### config.mk
export PLATFORM = sky130hd
export DESIGN_NAME = debounce_botones
export DESIGN_NICKNAME = d
export VERILOG_FILES = /design/src/rtl/debounce_botones_pkg.sv /design/src/rtl/debounce_bit.sv /design/src/rtl/debounce_botones.sv
export SDC_FILE = /design/constraint.sdc
export NUM_CORES = 1
export LEC_CHECK = 0
export CAP_MARGIN = 20
export CORE_MARGIN = 2
export CORE_UTILIZATION = 65
export DETAILED_ROUTE_END_ITERATION = 16
export HOLD_SLACK_MARGIN = 0.06
export PLACE_DENSITY = 0.88
export SYNTH_ARGS = -nofsm -noshare
export SYNTH_HDL_FRONTEND = slang
export SYNTH_SLANG_ARGS = --single-unit
### constraint.sdc
create_clock -name CLK -period 5.85 [get_ports CLK]
set_clock_uncertainty 0.05 [all_clocks]
set_input_delay 1.4625 -clock CLK [delete_from_list [all_inputs] [get_ports CLK]]
set_output_delay 1.4625 -clock CLK [all_outputs]
set_load 0.03 [all_outputs]
### src/rtl/debounce_botones_pkg.sv
// Shared definitions for the push-button debouncer: default sizing,
// a short debounce length for simulation, and the per-button state type.
package debounce_botones_pkg;

    localparam int N_BOT_DEFAULT      = 3;
    localparam int DEB_CYCLES_DEFAULT = 1000000;  // 10 ms at 100 MHz
    localparam int DEB_CYCLES_SIM     = 4;

    typedef enum logic [1:0] {
        IDLE_LOW   = 2'd0,
        COUNT_UP   = 2'd1,
        IDLE_HIGH  = 2'd2,
        COUNT_DOWN = 2'd3
    } deb_state_e;

endpackage

### src/rtl/debounce_bit.sv
// Single-button conditioner: two-flop synchronizer, stability counter,
// debounced level and a one-cycle pulse on each debounced press.
//
// state      | meaning
// IDLE_LOW   | level 0, synchronized input agrees, count 0
// COUNT_UP   | level 0, synchronized input 1, counting stable cycles
// IDLE_HIGH  | level 1, synchronized input agrees, count 0
// COUNT_DOWN | level 1, synchronized input 0, counting stable cycles
module debounce_bit
    import debounce_botones_pkg::*;
#(
    parameter int DEB_CYCLES = DEB_CYCLES_DEFAULT
) (
    input  logic clk,
    input  logic rst,
    input  logic bot_in,
    output logic level,
    output logic pulse
);

    localparam int              CW      = $clog2(DEB_CYCLES);
    localparam logic [CW-1:0]   CNT_MAX = CW'(DEB_CYCLES - 1);
    localparam logic [CW-1:0]   CNT_ONE = CW'(1);

    logic          s1_q, s1_d;
    logic          s2_q, s2_d;
    deb_state_e    state_q, state_d;
    logic [CW-1:0] cnt_q, cnt_d;
    logic          level_q, level_d;
    logic          pulse_q, pulse_d;

    // Next-state logic: synchronizer shift plus debounce FSM.
    // A mismatch always lasts at least one cycle before the flip, so the
    // entry into a COUNT state can load 1 directly (DEB_CYCLES >= 2).
    always_comb begin
        s1_d    = bot_in;
        s2_d    = s1_q;
        state_d = state_q;
        cnt_d   = cnt_q;
        level_d = level_q;
        pulse_d = 1'b0;
        case (state_q)
            IDLE_LOW: begin
                if (s2_q) begin
                    state_d = COUNT_UP;
                    cnt_d   = CNT_ONE;
                end
            end
            COUNT_UP: begin
                if (!s2_q) begin
                    state_d = IDLE_LOW;
                    cnt_d   = '0;
                end else if (cnt_q == CNT_MAX) begin
                    state_d = IDLE_HIGH;
                    cnt_d   = '0;
                    level_d = 1'b1;
                    pulse_d = 1'b1;
                end else begin
                    cnt_d = cnt_q + CNT_ONE;
                end
            end
            IDLE_HIGH: begin
                if (!s2_q) begin
                    state_d = COUNT_DOWN;
                    cnt_d   = CNT_ONE;
                end
            end
            COUNT_DOWN: begin
                if (s2_q) begin
                    state_d = IDLE_HIGH;
                    cnt_d   = '0;
                end else if (cnt_q == CNT_MAX) begin
                    state_d = IDLE_LOW;
                    cnt_d   = '0;
                    level_d = 1'b0;
                end else begin
                    cnt_d = cnt_q + CNT_ONE;
                end
            end
            default: begin
                state_d = IDLE_LOW;
                cnt_d   = '0;
                level_d = 1'b0;
            end
        endcase
    end

    // State registers with asynchronous reset.
    always_ff @(posedge clk or posedge rst) begin
        if (rst) begin
            s1_q    <= 1'b0;
            s2_q    <= 1'b0;
            state_q <= IDLE_LOW;
            cnt_q   <= '0;
            level_q <= 1'b0;
            pulse_q <= 1'b0;
        end else begin
            s1_q    <= s1_d;
            s2_q    <= s2_d;
            state_q <= state_d;
            cnt_q   <= cnt_d;
            level_q <= level_d;
            pulse_q <= pulse_d;
        end
    end

    assign level = level_q;
    assign pulse = pulse_q;

endmodule

### src/rtl/debounce_botones.sv
// Push-button front end: one debounce_bit per button, plus an optional
// priority filter that keeps the press pulses at most one-hot.
// Build option: define BOT_ONEHOT_EN to emit only the lowest-index pulse
// when several buttons are accepted on the same edge (others are dropped).
module debounce_botones
    import debounce_botones_pkg::*;
#(
    parameter int N_BOT      = N_BOT_DEFAULT,
    parameter int DEB_CYCLES = DEB_CYCLES_DEFAULT
) (
    input  logic             CLK,
    input  logic             RESET,
    input  logic [N_BOT-1:0] BOT_IN,
    output logic [N_BOT-1:0] BOT_LEVEL,
    output logic [N_BOT-1:0] BOT_PULSE
);

    logic [N_BOT-1:0] pulse_raw;

    for (genvar i = 0; i < N_BOT; i++) begin : g_bot
        debounce_bit #(
            .DEB_CYCLES (DEB_CYCLES)
        ) u_bit (
            .clk    (CLK),
            .rst    (RESET),
            .bot_in (BOT_IN[i]),
            .level  (BOT_LEVEL[i]),
            .pulse  (pulse_raw[i])
        );
    end

`ifdef BOT_ONEHOT_EN
    // Keep only the lowest set bit, matching BOT[0] > BOT[1] > BOT[2] downstream.
    always_comb begin
        BOT_PULSE = pulse_raw & (~pulse_raw + N_BOT'(1));
    end
`else
    // Per-button pulses pass straight through.
    always_comb begin
        BOT_PULSE = pulse_raw;
    end
`endif

endmodule
==> impl_metrics.toml <==
[setup_path]
rr_startpoint = "g_bot[0].u_bit.cnt_q[0]$_DFFE_PP0P_"
required_ns = 4.34
path_cells = "clkdlybuf4s50_1"
reg2regPathDepth = 7
cp_max_fo = 3
cp-end-kind = "output pin"
cp.arrival_ns = 1.41
r2r_slack_ns = 3.28
critPathTopFamily = "buffers and inverters"
crit_path_start_kind = "flop"
slowest_stage = "clkdlybuf4s50_1"
r2r-end = "g_bot[0].u_bit.cnt_q[17]$_DFFE_PP0P_"
critPathBufInv = 1
max_stage_delay_ns = 0.68
criticalPathCategory = "reg -> out"

[die]
dieHeight_um = 84.0
die_width_um = 84.0
initial_core_util_pct = 66.3
ios = 11
die_area_um2 = 7050
core_um2 = 6280
fp-row-count = 29

[sta]
fmax_mhz = 342
drv_slew = 0
finalSetupViolCount = 0
worst_pin_slew_ns = 1.10
rsz0062_at_grt = "false"
setup_tns_ns = 0
timing_hold_violations_final = 0
slew_headroom_pct = 26.5
period_minus_slack_ns = 2.92
period_share_pct = 49.9

[clocking]
cts_made_buffers = 9
clockBufferDepth = 2
cts_root_buf = "clkbuf_8"
h-tree-depth = 3
clkTransAtPathRegs_ns = 0.08
worst_skew_pair.late_latency_ns = 0.35
cts_sinks = 78
cts_resized = 0
cts_hold_buf = 0
cts_setup_buffers = 0
cts_tree = "yes"

[synthesis]
ys_seq_area_share_pct = 46.9
synth_flop_cell = "dfrtp_1"
synth_edf_count = 0
ys_ff_latch = 78
ys_async_sr_fraction_pct = 100
syn-num-nets = 457
avgSynthCellArea_um2 = 9.26
netlist_area_um2 = 4160
yosysWarnings = 0
syn_inst = 449
yosysUniqueCellTypes = 53

[flow_run]
cap_viol_max_count = 0

[place]
portBuffers = 10
dp_cells = 516
gp_congestion = 0.880
hpwl_um = 5900

[global_route]
grt_max_degree = 48
grt_pass1_vias = 3380
grt_antenna_before_repair = 0
track_usage_pct = 26.5
grt-ovfl-total = 0
grt_pass1_wl_um = 15300

[layout]
stdcell_count = 533
final_util_pct = 71.5
layout.nets = 459
antenna_cells = 0
nFillCells = 448
post_route_cells_drive_above_1_share_pct = 8.55
multiInputGateArea_um2 = 2030
area_growth_pct = 7.91
regArea_um2 = 1950

[route]
wl_per_cell_um = 16.6
drtIter0Drc = 422
remaining_drc_errors = 0
drt_first_pass_iters = 5
via_per_inst = 6.66
wl_um = 8850
num_vias = 3548
ant_nets = 0

[min_path]
worstHoldPathCells = 0
min_to = "g_bot[1].u_bit.s2_q$_DFF_PP0_"
hold_class = "reg -> reg"
min_from = "g_bot[1].u_bit.s1_q$_DFF_PP0_"

[pwr]
ir_drop_v = 0.000212
leakage_uw = 0.00192
power.density_nw_per_um2 = 248

[outcome]
status = "finished clean"
-- synth_stat cells (2+ instances only) --
library cell,count,area share [%]
or3_1,5,0.75
o21ai_0,18,2.2
a21o_1,7,1.3
and4_1,5,1.1
nor4_2,4,1.2
nor2_1,29,2.6
a32oi_1,5,1.1
buf_6,2,0.54
nand2b_1,9,1.4
and3_1,12,1.8
o21ba_2,2,0.48
a21oi_1,21,2.5
nand2_1,59,5.3
buf_2,7,0.84
inv_1,12,1.1
clkbuf_1,8,0.72
xor2_1,7,1.5
nand4_1,13,2.0
and2_1,5,0.75
nor3b_1,2,0.36
a211o_1,2,0.42
nand4bb_1,2,0.54
a41oi_1,6,1.3
dfrtp_1,78,47
nor3_1,5,0.60
a31oi_1,32,4.8
o21a_1,3,0.54
a22o_1,12,2.5
or2_2,6,0.90
o211ai_1,6,1.1
nand3_1,33,4.0
buf_4,6,1.1
ha_1,3,0.90
nor4_1,4,0.60
-- per-stage QoR --
stage	power, µW	setup slack (ns)	instance area (µm²)	hold slack, ns
2_1_floorplan	650	2.34	4160	0.281
3_3_place_gp	668	2.74	4250	0.283
3_5_place_dp	673	2.73	4250	0.288
4_1_cts	1120	2.92	4470	0.313
5_1_grt	1160	2.89	4490	0.318
6_report	1110	2.93	4490	0.309
-- worst register-to-register path, delay by kind of cell, from the launching register on --
kind | cells | cell delay (ns)
compound gates | 2 | 0.58
fa+ha+maj | 1 | 0.26
buf+inv | 1 | 0.30
flops | 1 | 0.42
simple gates | 3 | 0.85
-- worst max path at each step --
stage | start | endpoint | slack (ns) | cells past startpoint
2_1_floorplan | RESET | asynchronous set/reset pin | 2.34 | 1
3_3_place_gp | RESET | g_bot[1].u_bit.cnt_q[5]$_DFFE_PP0P_ | 2.74 | 3
3_5_place_dp | RESET | g_bot[1].u_bit.cnt_q[5]$_DFFE_PP0P_ | 2.73 | 3
4_1_cts | g_bot[0].u_bit.level$_DFFE_PP0P_ | BOT_LEVEL[0] | 2.92 | 1
5_1_grt | g_bot[2].u_bit.level$_DFFE_PP0P_ | BOT_LEVEL[2] | 2.89 | 1
6_report | g_bot[0].u_bit.level$_DFFE_PP0P_ | BOT_LEVEL[0] | 2.93 | 1
-- cell type report --
cell class	count	area share, %
timing repair buffer	14	3.18
multi-input combinational	336	45.2
inverter	12	1.00
sequential	78	43.5
clock buffer	9	2.76
tap	77	2.15
clock inverter	7	2.20
-- sequential cells by signal, summed over array words and instances (netlist names), named ones only --
signal / flops
g_bot.u_bit.cnt_q: 60
g_bot.u_bit.level: 3
g_bot.u_bit.pulse: 3
g_bot.u_bit.s1_q: 3
g_bot.u_bit.s2_q: 3
g_bot.u_bit.state_q: 3
-- layout by cell type, fill, tap and decap left out, types with 6 or more instances in the layout --
cell type        netlist  final
clkbuf_8               0      9
o21ai_0               18     18
nand3_1               33     33
xor2_1                 7      7
and3_1                12     12
nand2_1               59     59
dfrtp_1               78     78
a41oi_1                6      6
nor2_1                29     29
nand4_1               13     13
clkdlybuf4s50_1        0     10
o211ai_1               6      6
inv_1                 12     11
a31oi_1               32     32
a22o_1                12     12
or2_2                  6      6
nand2b_1               9      9
a21o_1                 7      7
a21oi_1               21     21
-- where the power goes --
group / total, µW / switching, µW / internal (µW)
logic: 77.9 / 48.8 / 29.0
registers: 587 / 28.3 / 559
clock network: 448 / 207 / 241
total: 1110 / 284 / 830
-- logic make-up (layout without fill, tap and decap cells) --
| logic type | after synthesis | after routing | share of synthesized area, % |
|---|---|---|---|
| buf+inv | 35 | 42 | 4.27 |
| simple gates | 200 | 200 | 25.7 |
| xor+xnor | 8 | 8 | 1.68 |
| mux | 1 | 1 | 0.271 |
| fa+ha+maj | 3 | 3 | 0.903 |
| compound gates | 124 | 124 | 20.2 |
| flops | 78 | 78 | 46.9 |
-- layer usage --
| metal | share of wire (%) | track usage (%) | up-vias | wire length, µm |
|---|---|---|---|---|
| li1 | - | - | 1673 | - |
| met1 | 42 | 34.6 | 1728 | 3750 |
| met2 | 51 | 44.1 | 133 | 4500 |
| met3 | 5.7 | 6.13 | 14 | 501 |
| met4 | 1.2 | 8.65 | 0 | 106 |
| met5 | 0 | 0 | - | 0 |
No activity file was read; power rests on OpenSTA's default activity.
